`config.mk`:
```
export PLATFORM = sky130hd
export DESIGN_NAME = fifo_burst_reader
export DESIGN_NICKNAME = d
export VERILOG_FILES = /design/src/rtl/fifo_rd_pkg.sv /design/src/rtl/fifo_rd_skid_buf.sv /design/src/rtl/fifo_burst_reader.sv
export SDC_FILE = /design/constraint.sdc
export NUM_CORES = 1
export LEC_CHECK = 0
export BUFFER_PORTS_ARGS = -buffer_cell sky130_fd_sc_hd__buf_2
export CORE_MARGIN = 4
export CORE_UTILIZATION = 51
export CTS_CLUSTER_DIAMETER = 80
export DETAILED_ROUTE_END_ITERATION = 8
export GPL_TIMING_DRIVEN = 0
export MAX_ROUTING_LAYER = met4
export PLACE_DENSITY = 0.75
export SKIP_CTS_REPAIR_TIMING = 1
export SYNTH_ARGS = -nofsm -noshare
export SYNTH_HDL_FRONTEND = slang
export SYNTH_SLANG_ARGS = --single-unit
```
`constraint.sdc`:
```
create_clock -name clk -period 2.3 [get_ports clk]
set_clock_uncertainty 0.15 [all_clocks]
set_input_delay 0.115 -clock clk [delete_from_list [all_inputs] [get_ports clk]]
set_output_delay 0.115 -clock clk [all_outputs]
set_load 0.05 [all_outputs]
```
`src/rtl/fifo_rd_pkg.sv`:
```
// Shared types and sizing for the FIFO burst reader and its 3-entry output buffer.
package fifo_rd_pkg;

    typedef enum logic [1:0] {
        IDLE  = 2'd0,
        RUN   = 2'd1,
        DRAIN = 2'd2,
        DONE  = 2'd3
    } state_t;

    localparam int BUF_DEPTH = 3;
    localparam int OCC_W     = 2;
    localparam int PTR_W     = 2;

    // Circular pointer advance; wraps at BUF_DEPTH rather than at a power of two.
    function automatic logic [PTR_W-1:0] ptr_inc(input logic [PTR_W-1:0] p);
        return (p == PTR_W'(BUF_DEPTH - 1)) ? PTR_W'(0) : p + PTR_W'(1);
    endfunction

endpackage

```
`src/rtl/fifo_rd_skid_buf.sv`:
```
// 3-entry circular buffer that absorbs the FIFO's one-cycle read latency.
// Simultaneous write and read are allowed; occupancy is then unchanged.
module fifo_rd_skid_buf
    import fifo_rd_pkg::*;
#(
    parameter int WIDTH = 8
) (
    input  logic             clk,
    input  logic             rst,
    input  logic             wr_en,
    input  logic [WIDTH-1:0] wr_data,
    input  logic             rd_en,
    output logic [WIDTH-1:0] rd_data,
    output logic [OCC_W-1:0] occ
);

    logic [WIDTH-1:0] mem_q [BUF_DEPTH];
    logic [PTR_W-1:0] wr_ptr_q;
    logic [PTR_W-1:0] rd_ptr_q;
    logic [OCC_W-1:0] occ_q;
    logic             do_wr_s;
    logic             do_rd_s;

    assign do_rd_s = rd_en && (occ_q != OCC_W'(0));
    assign do_wr_s = wr_en && ((occ_q != OCC_W'(BUF_DEPTH)) || do_rd_s);

    // Storage, pointers and occupancy update.
    always_ff @(posedge clk or posedge rst) begin
        if (rst) begin
            for (int i = 0; i < BUF_DEPTH; i++) begin
                mem_q[i] <= '0;
            end
            wr_ptr_q <= '0;
            rd_ptr_q <= '0;
            occ_q    <= '0;
        end else begin
            if (do_wr_s) begin
                mem_q[wr_ptr_q] <= wr_data;
                wr_ptr_q        <= ptr_inc(wr_ptr_q);
            end
            if (do_rd_s) begin
                rd_ptr_q <= ptr_inc(rd_ptr_q);
            end
            case ({do_wr_s, do_rd_s})
                2'b10:   occ_q <= occ_q + OCC_W'(1);
                2'b01:   occ_q <= occ_q - OCC_W'(1);
                default: occ_q <= occ_q;
            endcase
        end
    end

    assign rd_data = mem_q[rd_ptr_q];
    assign occ     = occ_q;

endmodule

```
`src/rtl/fifo_burst_reader.sv`:
```
// Pops burst_len words from a registered-read FIFO and replays them on a valid/ready stream.
// Optional empty-stall abort is enabled by defining FIFO_RD_TIMEOUT_EN.
module fifo_burst_reader
    import fifo_rd_pkg::*;
#(
    parameter int WIDTH   = 8,
    parameter int LEN_W   = 8,
    parameter int TIMEOUT = 255
) (
    input  logic             clk,
    input  logic             rst,
    input  logic             start,
    input  logic [LEN_W-1:0] burst_len,
    output logic             busy,
    output logic             done,
    output logic             err,
    output logic             fifo_rd_en,
    input  logic [WIDTH-1:0] fifo_dout,
    input  logic             fifo_empty,
    output logic             m_valid,
    input  logic             m_ready,
    output logic [WIDTH-1:0] m_data
);

    state_t           state_q;
    logic [LEN_W-1:0] remaining_q;
    logic             inflight_q;
    logic             done_q;
    logic [OCC_W-1:0] occ_s;
    logic [OCC_W:0]   window_s;
    logic             rd_en_s;
    logic             m_valid_s;

    // Words already committed (buffered or in flight) must leave room for the next pop.
    assign window_s  = {1'b0, occ_s} + {{OCC_W{1'b0}}, inflight_q};
    assign rd_en_s   = (state_q == RUN) && !fifo_empty && (window_s < (OCC_W+1)'(BUF_DEPTH));
    assign m_valid_s = (occ_s != OCC_W'(0));

    fifo_rd_skid_buf #(
        .WIDTH (WIDTH)
    ) u_buf (
        .clk     (clk),
        .rst     (rst),
        .wr_en   (inflight_q),
        .wr_data (fifo_dout),
        .rd_en   (m_valid_s && m_ready),
        .rd_data (m_data),
        .occ     (occ_s)
    );

`ifdef FIFO_RD_TIMEOUT_EN
    localparam int STALL_W = $clog2(TIMEOUT + 1);

    logic [STALL_W-1:0] stall_q;
    logic               abort_q;
    logic               err_q;
    logic               timeout_hit_s;

    assign timeout_hit_s = (state_q == RUN) && fifo_empty && (stall_q == STALL_W'(TIMEOUT - 1));

    // Consecutive empty cycles while in RUN; any non-empty cycle restarts the count.
    always_ff @(posedge clk or posedge rst) begin
        if (rst) begin
            stall_q <= '0;
        end else if ((state_q == RUN) && fifo_empty) begin
            stall_q <= stall_q + STALL_W'(1);
        end else begin
            stall_q <= '0;
        end
    end

    assign err = err_q;
`else
    assign err = 1'b0;
`endif

    // Burst sequencing: accept start, count issued pops, wait for the buffer to drain, pulse done.
    always_ff @(posedge clk or posedge rst) begin
        if (rst) begin
            state_q     <= IDLE;
            remaining_q <= '0;
            inflight_q  <= 1'b0;
            done_q      <= 1'b0;
`ifdef FIFO_RD_TIMEOUT_EN
            abort_q     <= 1'b0;
            err_q       <= 1'b0;
`endif
        end else begin
            inflight_q <= rd_en_s;
            done_q     <= 1'b0;
`ifdef FIFO_RD_TIMEOUT_EN
            err_q      <= 1'b0;
`endif
            case (state_q)
                IDLE: begin
                    if (start) begin
                        if (burst_len == LEN_W'(0)) begin
                            state_q <= DONE;
                            done_q  <= 1'b1;
                        end else begin
                            state_q     <= RUN;
                            remaining_q <= burst_len;
                        end
                    end else begin
                        state_q <= IDLE;
                    end
                end
                RUN: begin
                    if (rd_en_s) begin
                        remaining_q <= remaining_q - LEN_W'(1);
                        if (remaining_q == LEN_W'(1)) begin
                            state_q <= DRAIN;
                        end
                    end
`ifdef FIFO_RD_TIMEOUT_EN
                    else if (timeout_hit_s) begin
                        state_q     <= DRAIN;
                        remaining_q <= '0;
                        abort_q     <= 1'b1;
                    end
`endif
                end
                DRAIN: begin
                    if (!inflight_q && (occ_s == OCC_W'(0))) begin
                        state_q <= DONE;
                        done_q  <= 1'b1;
`ifdef FIFO_RD_TIMEOUT_EN
                        err_q   <= abort_q;
`endif
                    end
                end
                DONE: begin
                    state_q <= IDLE;
`ifdef FIFO_RD_TIMEOUT_EN
                    abort_q <= 1'b0;
`endif
                end
                default: state_q <= IDLE;
            endcase
        end
    end

    assign busy       = (state_q != IDLE);
    assign done       = done_q;
    assign fifo_rd_en = rd_en_s;
    assign m_valid    = m_valid_s;

endmodule

```
==> flow_metrics.py <==
metrics = {
    "status": {
        "outcome": "complete, but fails checks",
        "violations": "hold timing",
    },
    "final_layout": {
        "final_layout_size_suffix_gt1_share_pct": 34.0,
        "seqCellArea_sq_um": 1050,
        "multi_input_area_sq_um": 1180,
        "instances_no_fill": 309,
        "antenna_cells": 0,
        "nFillCells": 341,
        "syn_to_final_growth_pct": 22.5,
        "fin_nets": 288,
    },
    "detailed_routing": {
        "drtAntennaViolNets": 0,
        "dr.first_iter.drc_count": 41,
        "remaining_drc_errors": 0,
        "firstDrtPassIters": 4,
        "routed_wl_mm": 4.66,
        "wl_per_cell_um": 15.1,
        "via_count": 1715,
        "vias_per_cell": 5.55,
    },
    "worst_setup_path": {
        "critPathArrivalTime_ns": 2.22,
        "critPathKind": "reg2reg",
        "cpPeakStageDelay_ns": 0.45,
        "path_depth": 6,
        "slowest_stage": "dfrtp_2",
        "worst_path_dominant_cell_family": "compound AO/OA/AOI/OAI gates",
        "worstSetupEndpointType": "flop",
        "worstRegToRegCells": 6,
        "cp_cell_sequence": "ha_1 -> ha_4 -> a211oi_4 -> nand4_1 -> a22o_1 -> mux2_1",
        "startpoint_type": "flop",
        "worstPathRequired_ns": 2.32,
        "crit_buf_inv": 0,
        "crit_path_max_fanout": 6,
    },
    "placed_design": {
        "gp_congestion": 0.874,
        "post-place-cells": 289,
        "detailed_place_hpwl_mm": 3.16,
        "portBuffers": 32,
    },
    "floorplan": {
        "dieArea_sq_um": 5570,
        "num_io_pins": 34,
        "coreArea_sq_um": 4140,
        "start_util_pct": 54.6,
        "rows": 23,
        "die_h_um": 74.6,
        "chipWidth_um": 74.6,
    },
    "pwr": {
        "internal_power_mw": 2.29,
        "p_seq_share_pct": 33.5,
        "p_per_area_nw_per_um2": 1470,
        "p_switching_mw": 1.80,
        "cellLeakagePower_nw": 1.30,
        "clockPowerShare_pct": 13.9,
        "irDropWorstVdd_mv": 0.761,
        "p_sw_share_pct": 44.1,
        "combPwrFrac_pct": 52.6,
    },
    "clock_tree": {
        "cts_tree": "done",
        "clock-root-buffer": "clkbuf_8",
        "cts.reportedPaths.clkPinSlew_ns": 0.08,
        "clkLatencyLatePin_ns": 0.28,
        "clkSinkCount": 42,
        "numCtsBuffers": 5,
        "htree_levels": 2,
        "clockBufferDepth": 2,
    },
    "yosys": {
        "synthesis.nets": 237,
        "async_flop_share_pct": 100,
        "ys_warn_count": 0,
        "yosysSeqAreaShare_pct": 46.4,
        "synthCells": 207,
        "synth_ff_type": "dfrtp_1",
        "synth_edf_count": 0,
        "synth.distinct_cells": 45,
        "synthesis.area_sq_um": 2260,
        "avgSynthCellArea_sq_um": 10.9,
        "ys_ff_latch": 42,
    },
    "grt": {
        "met3_usage_pct": 3.87,
        "grt_overflow": 0,
        "grt_pass1_wl_mm": 7.21,
        "met2_usage_pct": 27.2,
        "groute.usage.overall_pct": 17.6,
        "antenna_found_initial": 0,
        "grt_max_degree": 43,
        "gr-usage-met1_pct": 22.7,
        "grt_busiest_layer": "met2",
        "grt_pass1_vias": 1626,
    },
    "run": {
        "max_cap_violations": 0,
    },
    "min_path": {
        "hold_path_depth": 3,
        "hp-class": "in2reg",
    },
    "timing": {
        "timing.final.crit_share_pct": 95.8,
        "tightest_slew_ns": 0.845,
        "setup_viol": 0,
        "max_freq_mhz": 454,
        "finalMaxSlewViolations": 0,
        "rsz0062_at_grt": "no",
        "finalSetupTns_ns": 0,
        "period_needed_ns": 2.20,
        "hold_ws_ns": -0.000640,
        "hold_viol_final": 1,
        "relSlewSlack_pct": 43.6,
    },
}
-- registers in the layout, indices dropped and copies added, names as in the netlist --
name,cells
u_buf.mem_q,24
u_buf.rd_ptr_q,2
u_buf.occ,2
u_buf.wr_ptr_q,2
inflight_q,1
remaining_q,8
done,1
state_q,2
-- metal layers --
metal  routed length (um)  vias up
li1                     -      835
met4                   69        0
met1                 2120      839
met3                  181        6
met5                    0        -
met2                 2290       35
-- power groups by stage --
stage	Combinational (mW)	Clock, mW	Sequential (mW)
6_report	2.15	0.568	1.37
5_1_grt	2.33	0.613	1.41
3_5_place_dp	1.99	0	1.36
4_1_cts	2.00	0.582	1.35
3_3_place_gp	1.94	0	1.35
2_1_floorplan	1.61	0	1.31
-- metrics by stage --
stage          hold WS [ns]  setup slack (ns)  utilization, %  total power [mW]  instance area, sq um
2_1_floorplan        0.0967             0.147               -              2.92                  2260
3_3_place_gp          0.214          -0.00384            60.0              3.29                  2490
3_5_place_dp          0.190           -0.0659            60.0              3.36                  2490
4_1_cts              -0.125            -0.112            62.7              3.93                  2600
5_1_grt              0.0246            0.0142            67.0              4.36                  2780
6_report          -0.000640            0.0975            67.0              4.09                  2780
-- layout make-up --
type / instances / share of cell area, %
Multi-Input combinational cell: 141 / 42.4
Inverter: 15 / 2.03
Sequential cell: 42 / 37.9
Clock buffer: 6 / 2.61
Timing Repair Buffer: 44 / 9.83
Tap cell: 50 / 2.25
Clock inverter: 2 / 1.35
Buffer: 9 / 1.58
-- Yosys cell counts, drive strengths merged (2+ instances only) --
cell	count	share of area, %
dfrtp	42	46
mux2	27	13
nand2	20	3.3
o21ai	20	4.6
inv	15	2.5
mux2i	11	4.9
ha	9	5.0
nor2	6	0.99
buf	5	1.2
a22oi	4	1.3
clkbuf	4	0.66
o22ai	4	1.1
a22o	3	1.2
nand4	3	0.83
nor2b	3	0.83
or3b	3	1.2
nand3	2	0.44
nor3	2	1.2
nor4	2	0.55
or3	2	0.61
xnor2	2	0.77
-- cell families (layout without fill, tap and decap cells) --
group                    count (synthesis)  after routing  synth area share [%]
adder cells (fa/ha/maj)                  9              9                  4.97
other                                    1              1                 0.166
multiplexers                            38             38                  18.3
buffers and inverters                   24             76                  4.36
AND/OR/NAND/NOR                         48             48                  11.9
flip-flops                              42             42                  46.4
XOR/XNOR                                 3              3                  1.16
AO/OA/AOI/OAI                           42             42                  12.8
-- worst min-delay path, cell delays in order --
cell	delay, ns
buf_2	0.09
mux2i_1	0.06
mux2i_1	0.13
-- cell usage in the layout, fill, tap and decap left out, types with 5 or more instances in the layout --
cell           netlist  layout
dfrtp_1             42      41
buf_2                4      36
mux2_2              24      24
nand2_1             20      20
o21ai_0             19      18
inv_1               15      14
mux2i_1             11      11
dlygate4sd3_1        0       9
ha_1                 9       8
nor2_1               6       6
clkbuf_8             0       5
-- worst paths after layout --
check	start	to	slack (ns)
worst max-delay path	u_buf.occ[0]$_DFFE_PP0P_	state_q[1]$_DFFE_PP0P_	0.1
worst min-delay path	burst_len[1]	remaining_q[1]$_DFFE_PP0P_	-0.0006
worst max register to register	u_buf.occ[0]$_DFFE_PP0P_	state_q[1]$_DFFE_PP0P_	0.1
worst min register to register	u_buf.mem_q[7]$_DFFE_PP0P_	u_buf.mem_q[7]$_DFFE_PP0P_	0.35
max in group asynchronous	rst	u_buf.occ[0]$_DFFE_PP0P_	1.04
min in group asynchronous	rst	state_q[0]$_DFFE_PP0P_	0.39
No activity file was read; power rests on OpenSTA's default activity.
